`src/rtl/cpu_press_gen.sv`:
```
// cpu_press_gen: computer-player button-press generator.
// A 10-bit maximal LFSR supplies a pseudo-random operand. The press FSM
// fires a one-cycle press when the difficulty level exceeds that operand,
// then holds off for GAP cycles before it may fire again.
module cpu_press_gen #(
    parameter int unsigned      WIDTH = 10,
    parameter int unsigned      GAP   = 3,
    parameter logic [WIDTH-1:0] SEED  = 10'h001
) (
    input  logic             clk,
    input  logic             reset,
    input  logic             enable,
    input  logic [WIDTH-1:0] level,
    output logic [WIDTH-1:0] rand_out,
    output logic             press,
    output logic             busy
);

    typedef enum logic [1:0] {
        IDLE     = 2'd0,
        ARMED    = 2'd1,
        COOLDOWN = 2'd2
    } state_e;

    localparam logic [3:0] GAP_C = 4'(GAP);

    state_e           state_q, state_d;
    logic [3:0]       count_q, count_d;
    logic [WIDTH-1:0] rand_q,  rand_d;
    logic             press_q, press_d;
    logic             busy_q,  busy_d;
    logic             hit;

    // Press condition: unsigned compare against the LFSR value before the edge
    assign hit = (level > rand_q);

    // LFSR next value: x^10+x^7+1, frozen while disabled, self-heals from zero
    always_comb begin
        rand_d = rand_q;
        if (rand_q == '0) begin
            rand_d = SEED;
        end else if (enable) begin
            rand_d = {rand_q[WIDTH-2:0], rand_q[9] ^ rand_q[6]};
        end
    end

    // State register plus all registered outputs, asynchronously cleared
    always_ff @(posedge clk or negedge reset) begin
        if (!reset) begin
            state_q <= IDLE;
            count_q <= '0;
            rand_q  <= SEED;
            press_q <= 1'b0;
            busy_q  <= 1'b0;
        end else begin
            state_q <= state_d;
            count_q <= count_d;
            rand_q  <= rand_d;
            press_q <= press_d;
            busy_q  <= busy_d;
        end
    end

    // Next-state and cooldown counter
    always_comb begin
        state_d = state_q;
        count_d = count_q;
        case (state_q)
            IDLE: begin
                if (enable) begin
                    state_d = ARMED;
                end
            end
            ARMED: begin
                if (!enable) begin
                    state_d = IDLE;
                    count_d = '0;
                end else if (hit) begin
                    state_d = COOLDOWN;
                    count_d = GAP_C;
                end
            end
            COOLDOWN: begin
                if (!enable) begin
                    state_d = IDLE;
                    count_d = '0;
                end else begin
                    count_d = count_q - 4'd1;
                    if (count_q == 4'd1) begin
                        state_d = ARMED;
                    end
                end
            end
            default: begin
                state_d = IDLE;
                count_d = '0;
            end
        endcase
    end

    // Registered-output next values; busy tracks the state being entered
    always_comb begin
        press_d = 1'b0;
        busy_d  = 1'b0;
        if ((state_q == ARMED) && enable && hit) begin
            press_d = 1'b1;
        end
        if (state_d == COOLDOWN) begin
            busy_d = 1'b1;
        end
    end

    assign rand_out = rand_q;
    assign press    = press_q;
    assign busy     = busy_q;

endmodule
```
`config.mk`:
```
export PLATFORM = sky130hd
export DESIGN_NAME = cpu_press_gen
export DESIGN_NICKNAME = d
export VERILOG_FILES = /design/src/rtl/cpu_press_gen.sv
export SDC_FILE = /design/constraint.sdc
export NUM_CORES = 1
export LEC_CHECK = 0
export BUFFER_PORTS_ARGS = -buffer_cell sky130_fd_sc_hd__buf_4
export CAP_MARGIN = 20
export CORE_MARGIN = 5
export CORE_UTILIZATION = 53
export CTS_CLUSTER_SIZE = 25
export DETAILED_ROUTE_END_ITERATION = 6
export MAX_ROUTING_LAYER = met4
export PLACE_DENSITY = 0.78
export SETUP_SLACK_MARGIN = 0.5
export SLEW_MARGIN = 10
export SYNTH_ARGS = -nofsm -noshare
export SYNTH_HDL_FRONTEND = slang
export SYNTH_SLANG_ARGS = --single-unit
```
`constraint.sdc`:
```
create_clock -name clk -period 2.7 [get_ports clk]
set_clock_uncertainty 0.05 [all_clocks]
set_input_delay 0.54 -clock clk [delete_from_list [all_inputs] [get_ports clk]]
set_output_delay 0.54 -clock clk [all_outputs]
set_load 0.005 [all_outputs]
```
== Word-level counts from Yosys, hierarchy flattened ==
Index checks and enable logic that the tools add are counted.
Widths: inputs -> output; s select.
Operators by class
  $add $sub $neg: 1
  $lt $le $gt $ge: 1
  eq/ne operators: 5
  mux-type cells: 14
  bitwise logic cells: 2
  reductions and logical operators: 6
Operators by type and width (count)
  $mux 10: 2
  $mux 4: 3
  $pmux 4 s3: 1
  $gt 10x10->1: 1
  $logic_not 10->1: 1
  $mux 2: 5
  $pmux 2 s3: 1
  $eq 2x2->1 const B: 2
  $eq 4x1->1 const B: 1
  $sub 4x1->4 const B: 1
  $ne 3x3->1 const B: 1
  $eq 2x1->1 const B: 1
  $logic_and 1x1->1: 2
  $logic_not 2->1: 1
  $mux 1: 2
  $reduce_and 2->1: 1
  $reduce_bool 2->1: 1
  $not 1->1: 1
  $xor 1x1->1: 1
Word-level totals
  register bits after elaboration: 18
  bits of input ports: 13
  output and inout bits: 12
  word-level logic and storage cells: 34

== Logic depth before layout (Yosys ltp) ==
Gate-level depths: netlist (run 1).
  word-level depth: 6
  depth in mapped cells: 8
  mapped depth without buffers: 8

== Worst setup path after synthesis (run 1) ==
No wires, ideal clock.
  path type: input -> register
  from: in level[5]
  to: reg count_q[2]
  arrival time: 2.080 ns
  slack: 0.449 ns
  stages on the path: 7
  cell sequence: ha_1 nand4_1 a211oi_2 a2111oi_1 a311o_2 a211o_1 a22o_1
Between the ends
  cells in the longest elaborated chain, start to end: 3
Ends and longest elaborated chain
  from (decl): line 13  | input logic [WIDTH-1:0] level,
  $gt 10x10->1: line 35  | assign hit = (level > rand_q);
  $ne 3x3->1 (no line)
  $reduce_and 2->1 (no line)
  to (signal assigned): line 57  | count_q <= count_d;
  to (decl): line 28  | logic [3:0] count_q, count_d;
No other way between the ends.
A chain may end at the register's enable or synchronous reset.

== Worst setup path in the final report (run 1) ==
  from: reg rand_q[8] (netlist: rand_out[8])
  to: reg count_q[3]
Between the ends
  cells in the longest elaborated chain, start to end: 3
Ends and longest elaborated chain
  from (decl): line 29  | logic [WIDTH-1:0] rand_q, rand_d;
  from (signal assigned): line 58  | rand_q <= rand_d;
  $gt 10x10->1: line 35
  $ne 3x3->1 (no line)
  $reduce_and 2->1 (no line)
No other way between the ends.

==> results of run 1 <==
## critical path: stages (launching register included)
cell       delay, ns
dfrtp_1         0.37
inv_1           0.09
ha_4            0.27
nand4_1         0.14
a211oi_2        0.28
a2111oi_2       0.06
a311o_2         0.39
a211o_1         0.28
a22o_1          0.21
## timing repair
item,in CTS,in global routing
resized for setup,8,2
buffers inserted,9,2
cloned,0,0
pin swaps,6,5
endpoints found under the setup margin,5,7
## power by group through the flow
stage	sequential (mW)	clock, mW	combinational, mW
after global placement	0.415	0	0.552
after global routing	0.410	0.160	0.762
after floorplan	0.407	0	0.399
final	0.401	0.138	0.681
after CTS	0.398	0.142	0.670
after detailed placement	0.416	0	0.590
## cells in the mapped netlist (2+ instances only)
cell type | count | area share (%)
a21oi_1 | 5 | 2.2
a211o_1 | 2 | 1.5
ha_1 | 16 | 17
a22o_1 | 2 | 1.5
nor3_1 | 2 | 0.86
nor4_1 | 2 | 1.1
inv_1 | 16 | 5.2
a21o_1 | 2 | 1.3
nor2b_1 | 3 | 1.6
nor3b_1 | 2 | 1.3
nand4_1 | 2 | 1.1
nand2_1 | 13 | 4.2
dfrtp_1 | 17 | 37
clkbuf_1 | 3 | 0.97
nor2_1 | 7 | 2.3
o21ai_0 | 9 | 3.9
## cells by family (layout without fill, tap and decap cells)
| logic type | after synthesis | in the layout | synth area share (%) |
|---|---|---|---|
| fa+ha+maj | 16 | 16 | 17.30 |
| flops | 18 | 18 | 39.03 |
| compound gates | 34 | 34 | 21.84 |
| simple gates | 34 | 34 | 14.05 |
| xor+xnor | 1 | 1 | 0.7569 |
| buf+inv | 19 | 55 | 6.162 |
| mux | 1 | 1 | 0.8649 |
## routing by layer
| metal | track usage, % | routed length (um) | vias up | part of all wire [%] |
|---|---|---|---|---|
| li1 | - | - | 510 | - |
| met1 | 22.32 | 1229 | 504 | 42 |
| met2 | 36.63 | 1538 | 25 | 52 |
| met3 | 2.759 | 108 | 8 | 3.7 |
| met4 | 9.272 | 76 | 0 | 2.6 |
| met5 | - | 0 | - | 0 |
## worst max-delay path by stage
| stage | from | endpoint | slack, ns | cells after the start |
|---|---|---|---|---|
| after detailed placement | level[9] | count_q[3] | 0.20 | 8 |
| after global routing | rand_out[8] | busy | 0.35 | 8 |
| final | rand_out[8] | count_q[3] | 0.46 | 8 |
| after floorplan | level[9] | count_q[2] | 0.48 | 7 |
| after global placement | level[9] | count_q[2] | 0.30 | 8 |
| after CTS | rand_out[4] | count_q[3] | 0.44 | 8 |
## layout make-up
class	count	area [um^2]
Clock buffer	4	26.28
Fill cell	163	585.6
Inverter	16	60.06
Multi-Input combinational cell	86	726.9
Sequential cell	18	451.7
Tap cell	28	35.03
Timing Repair Buffer	35	262.8
## registers in the layout, summed over array words and instances, names as in the netlist
signal / count
rand_out: 10
busy: 1
press: 1
state_q: 2
count_q: 4
## metrics by stage
step	power, mW	cells	hold slack (ns)
after floorplan	0.8066	123	0.1944
after global placement	0.9664	172	0.3695
after detailed placement	1.006	172	0.3685
after CTS	1.210	185	0.04671
after global routing	1.333	187	0.04399
final	1.220	187	0.04690
==> results.json, run 1 <==
{
  "fp.dieH_um": 56.73,
  "die_x_um": 56.73,
  "ys_types": 36,
  "clk_path_buf_depth": 2,
  "r2r-start": "rand_out[8]",
  "hp-class": "primary input to async pin",
  "seq_power_share_pct": 32.9,
  "setup_viol": 0,
  "syn_area_mm2": 0.001157,
  "avgSynthCellArea_um2": 9.409,
  "reg2reg_to": "count_q[3]",
  "slew_violations": 0,
  "grt.overflow.total": 0,
  "route.detailed.drc": 0,
  "rsz0062_at_grt": "yes",
  "fin_ws_ns": 0.4648,
  "grt_pass1_wl_mm": 4.954,
  "root_buffer": "clkbuf_4",
  "p_sw_share_pct": 39.88,
  "final_cell_mix": "35 x buf_4, 17 x dfrtp_1, 13 x nand2_1",
  "ys_seq_area_share_pct": 39.03,
  "fin_area_mm2": 0.001563,
  "grt_max_degree": 30,
  "rrSetupSlack_ns": 0.46,
  "final.setup.tns_ns": 0,
  "dieArea_mm2": 0.003218,
  "synthArstFlopShare_pct": 100.0,
  "crit_required_ns": 2.83,
  "start_util_pct": 53.87,
  "h-tree-depth": 1,
  "post-place-ws_ns": 0.1967,
  "ys_seq_elements": 18,
  "clk_transition_reported_paths_ns": 0.11,
  "startpoint_type": "flip-flop",
  "cts_num_sinks": 18,
  "avgViaCountPerCell": 5.599,
  "hold_viol_final": 0,
  "status": "finished clean",
  "drt_iter0_drc": 9,
  "core_area_mm2": 0.002148,
  "portBuffers": 24,
  "yosys_warnings": 0,
  "combPwrFrac_pct": 55.8,
  "ir_drop_uv": 684.7,
  "insertion_delay_ns": 0.29,
  "power.internal_mw": 0.7337,
  "antenna_found_initial": 0,
  "r2r_cells": 8,
  "synth_edf_count": 0,
  "p_leak_nw": 0.7267,
  "timing.fmax_ghz": 0.4474,
  "grt_usage_pct": 20.48,
  "place_congestion": 0.8839,
  "cts_buffers": 3,
  "grt_pass1_vias": 1089,
  "slew_headroom_pct": 77.10,
  "utilization_pct": 72.74,
  "worst_slew_pin_slew_ns": 0.3414,
  "dp_hpwl_mm": 2.045,
  "cts_tree": "built",
  "drt.antenna.violating_nets": 0,
  "dr_total_vias": 1047,
  "layout-drive-gt1-share_pct": 37.11,
  "firstDrtPassIters": 4,
  "syn_inst": 123,
  "mostFrequentLayoutCell": "buf_4",
  "worstPathMaxFanout": 6,
  "worst_setup_path_end_kind": "flip-flop",
  "drt-total-wl_mm": 2.954,
  "cp.arrival_ns": 2.36,
  "finalNetCount": 189,
  "timing.final.crit_share_pct": 82.78,
  "post-route-min-period_ns": 2.235,
  "cts_hold_buf": 0,
  "dpl_cell_area_mm2": 0.001404,
  "pin_count": 25,
  "maxCapViolations": 0,
  "wl_per_cell_um": 15.80,
  "critical_path_class": "flip-flop to flip-flop",
  "p_sw_mw": 0.4867,
  "synthFlopType": "dfrtp_1",
  "pwr-share-clk_pct": 11.3,
  "synth_nets": 152,
  "area_growth_pct": 35.03,
  "rows": 17,
  "power_density_mw_per_mm2": 780.9,
  "diodes": 0
}
No activity file was read; power rests on OpenSTA's default activity.
==> run 2: changes to the inputs <==
CORE_UTILIZATION = 48   (was 53)
PLACE_DENSITY = 0.75   (was 0.78)
clock period = 1.8 ns   (was 2.7 ns; I/O delays follow)
==> results.json, run 2 (same netlist as run 1, synthesis figures left out) <==
{
  "status": "complete, but fails checks",
  "failed_checks": "setup timing",
  "route.detailed.drc": 0,
  "ir_drop_uv": 1015,
  "hold_viol_final": 0,
  "cts_num_sinks": 18,
  "dieArea_mm2": 0.003493,
  "layout-drive-gt1-share_pct": 41.71,
  "fin_cells": 203,
  "clk_transition_reported_paths_ns": 0.11,
  "root_buffer": "clkbuf_4",
  "dp_cells": 189,
  "critical_path_class": "flip-flop to flip-flop",
  "r2r-start": "rand_out[3]",
  "wl_per_cell_um": 16.53,
  "worst_setup_path_end_kind": "flip-flop",
  "timing.final.crit_share_pct": 130.3,
  "grt_pass1_wl_mm": 4.995,
  "combPwrFrac_pct": 60.3,
  "h-tree-depth": 1,
  "area_growth_pct": 53.84,
  "dr_total_vias": 1144,
  "worstPathMaxFanout": 6,
  "core_area_mm2": 0.002255,
  "path_common_cell": "a21o_1",
  "fin_ws_ns": -0.5455,
  "maxCapViolations": 0,
  "crit_end": "busy",
  "cp.arrival_ns": 2.48,
  "crit_required_ns": 1.94,
  "insertion_delay_ns": 0.29,
  "p_sw_mw": 0.8168,
  "hp-class": "primary input to flip-flop",
  "firstDrtPassIters": 4,
  "cts_buffers": 3,
  "crit_chain": "inv_2, ha_4, a21o_1, a21o_1, a2111oi_1, a311o_2, a221oi_4, o221a_1",
  "seq_power_share_pct": 28.1,
  "slew_headroom_pct": 69.88,
  "largest_register_ffs": 10,
  "fp.dieH_um": 59.11,
  "post-place-ws_ns": -0.4940,
  "drt-total-wl_mm": 3.355,
  "crit_path_top_delay_cell": "a2111oi_1",
  "reg2reg_to": "busy",
  "grt_usage_pct": 19.78,
  "final_cell_mix": "33 x buf_4, 17 x dfrtp_1, 17 x buf_6",
  "drt.antenna.violating_nets": 0,
  "r2r_cells": 8,
  "rrSetupSlack_ns": -0.55,
  "slew_violations": 0,
  "drt_iter0_drc": 52,
  "portBuffers": 24,
  "clk_path_buf_depth": 2,
  "antenna_found_initial": 0,
  "avgViaCountPerCell": 5.635,
  "setup_viol": 8,
  "grt_pass1_vias": 1091,
  "place_congestion": 0.9009,
  "critPathMaxStageDelay_ns": 0.49,
  "holdWs_ns": 0.3961,
  "grt.overflow.total": 0,
  "nFillCells": 139,
  "diodes": 0,
  "power.internal_mw": 1.307,
  "dp_hpwl_mm": 2.066,
  "power_density_mw_per_mm2": 1193,
  "pwr-share-clk_pct": 11.7,
  "grt_max_degree": 30,
  "mostFrequentLayoutCell": "buf_4",
  "p_leak_nw": 0.8347,
  "rows": 17,
  "start_util_pct": 51.33,
  "startpoint_type": "flip-flop",
  "p_sw_share_pct": 38.46,
  "die_x_um": 59.11,
  "timing.fmax_ghz": 0.4263,
  "worst_slew_pin_slew_ns": 0.4506,
  "finalNetCount": 205,
  "post-route-min-period_ns": 2.345,
  "pin_count": 25,
  "crit_start": "rand_out[3]",
  "cts_tree": "built",
  "rsz0062_at_grt": "yes"
}
run 2: cell types whose count changed in the layout (fill, tap and decap cells not counted), sizes merged:
cell	previous run	this run
buf	35	50
dlygate4sd3	0	1
run 2: through the flow:
stage | instance area, um^2 | util, % | power (mW) | TNS, ns
finish | 1780 | 78.97 | 2.124 | -3.755
global route | 1780 | 78.97 | 2.305 | -4.242
CTS | 1685 | 74.75 | 1.973 | -2.499
detailed placement | 1489 | 66.04 | 1.594 | -3.346
global placement | 1489 | 66.04 | 1.540 | -2.894
floorplan | 1157 | - | 1.188 | -1.728
run 2: worst min path at each step:
| stage | start | to | cells past startpoint | slack [ns] |
|---|---|---|---|---|
| 6_report | enable | rand_out[8] | 3 | 0.40 |
| 5_1_grt | reset | state_q[0] | 2 | 0.42 |
| 4_1_cts | enable | rand_out[8] | 3 | 0.38 |
| 3_5_place_dp | reset | state_q[0] | 1 | 0.19 |
| 3_3_place_gp | reset | state_q[1] | 1 | 0.19 |
| 2_1_floorplan | reset | busy | 0 | 0.01 |
run 2: cell type report:
class                           instances  area, um^2  share of cell area, %
Multi-Input combinational cell         86       748.2                  42.02
Sequential cell                        18       451.7                  25.37
Timing Repair Buffer                   51       449.2                  25.23
Inverter                               16       60.06                  3.373
Clock buffer                            4       36.28                  2.038
Tap cell                               28       35.03                  1.968
run 2: metal layers:
layer	vias up	share of wire, %	GRT usage, %	wire [um]
met5	-	0	-	0
met4	0	3.6	10.36	122
met3	11	5.3	3.268	177
met2	36	50	32.33	1688
met1	553	41	23.18	1368
li1	544	-	-	-
run 2: worst max-delay path: cells and delay by family, from the launching register on:
kind | cells | cell delay [ns]
buffers and inverters | 1 | 0.09
AOI/OAI and AO/OA | 6 | 1.50
DFF | 1 | 0.40
adders and majority gates | 1 | 0.20
run 2: repair_timing:
action / 4_1_cts / 5_1_grt
setup buffers: 4 / 5
hold buffers: 1 / 0
pin swaps: 0 / 1
gates cloned: 0 / 0
endpoints found under the hold margin: 17 / 0
setup endpoints to repair: 18 / 19
gates resized for setup: 20 / 11
run 2: power by group through the flow:
stage	combinational [mW]	clock, mW	sequential, mW
floorplan	0.578	0	0.611
global placement	0.951	0	0.589
detailed placement	1.00	0	0.593
CTS	1.13	0.255	0.591
global route	1.41	0.286	0.611
finish	1.28	0.248	0.596
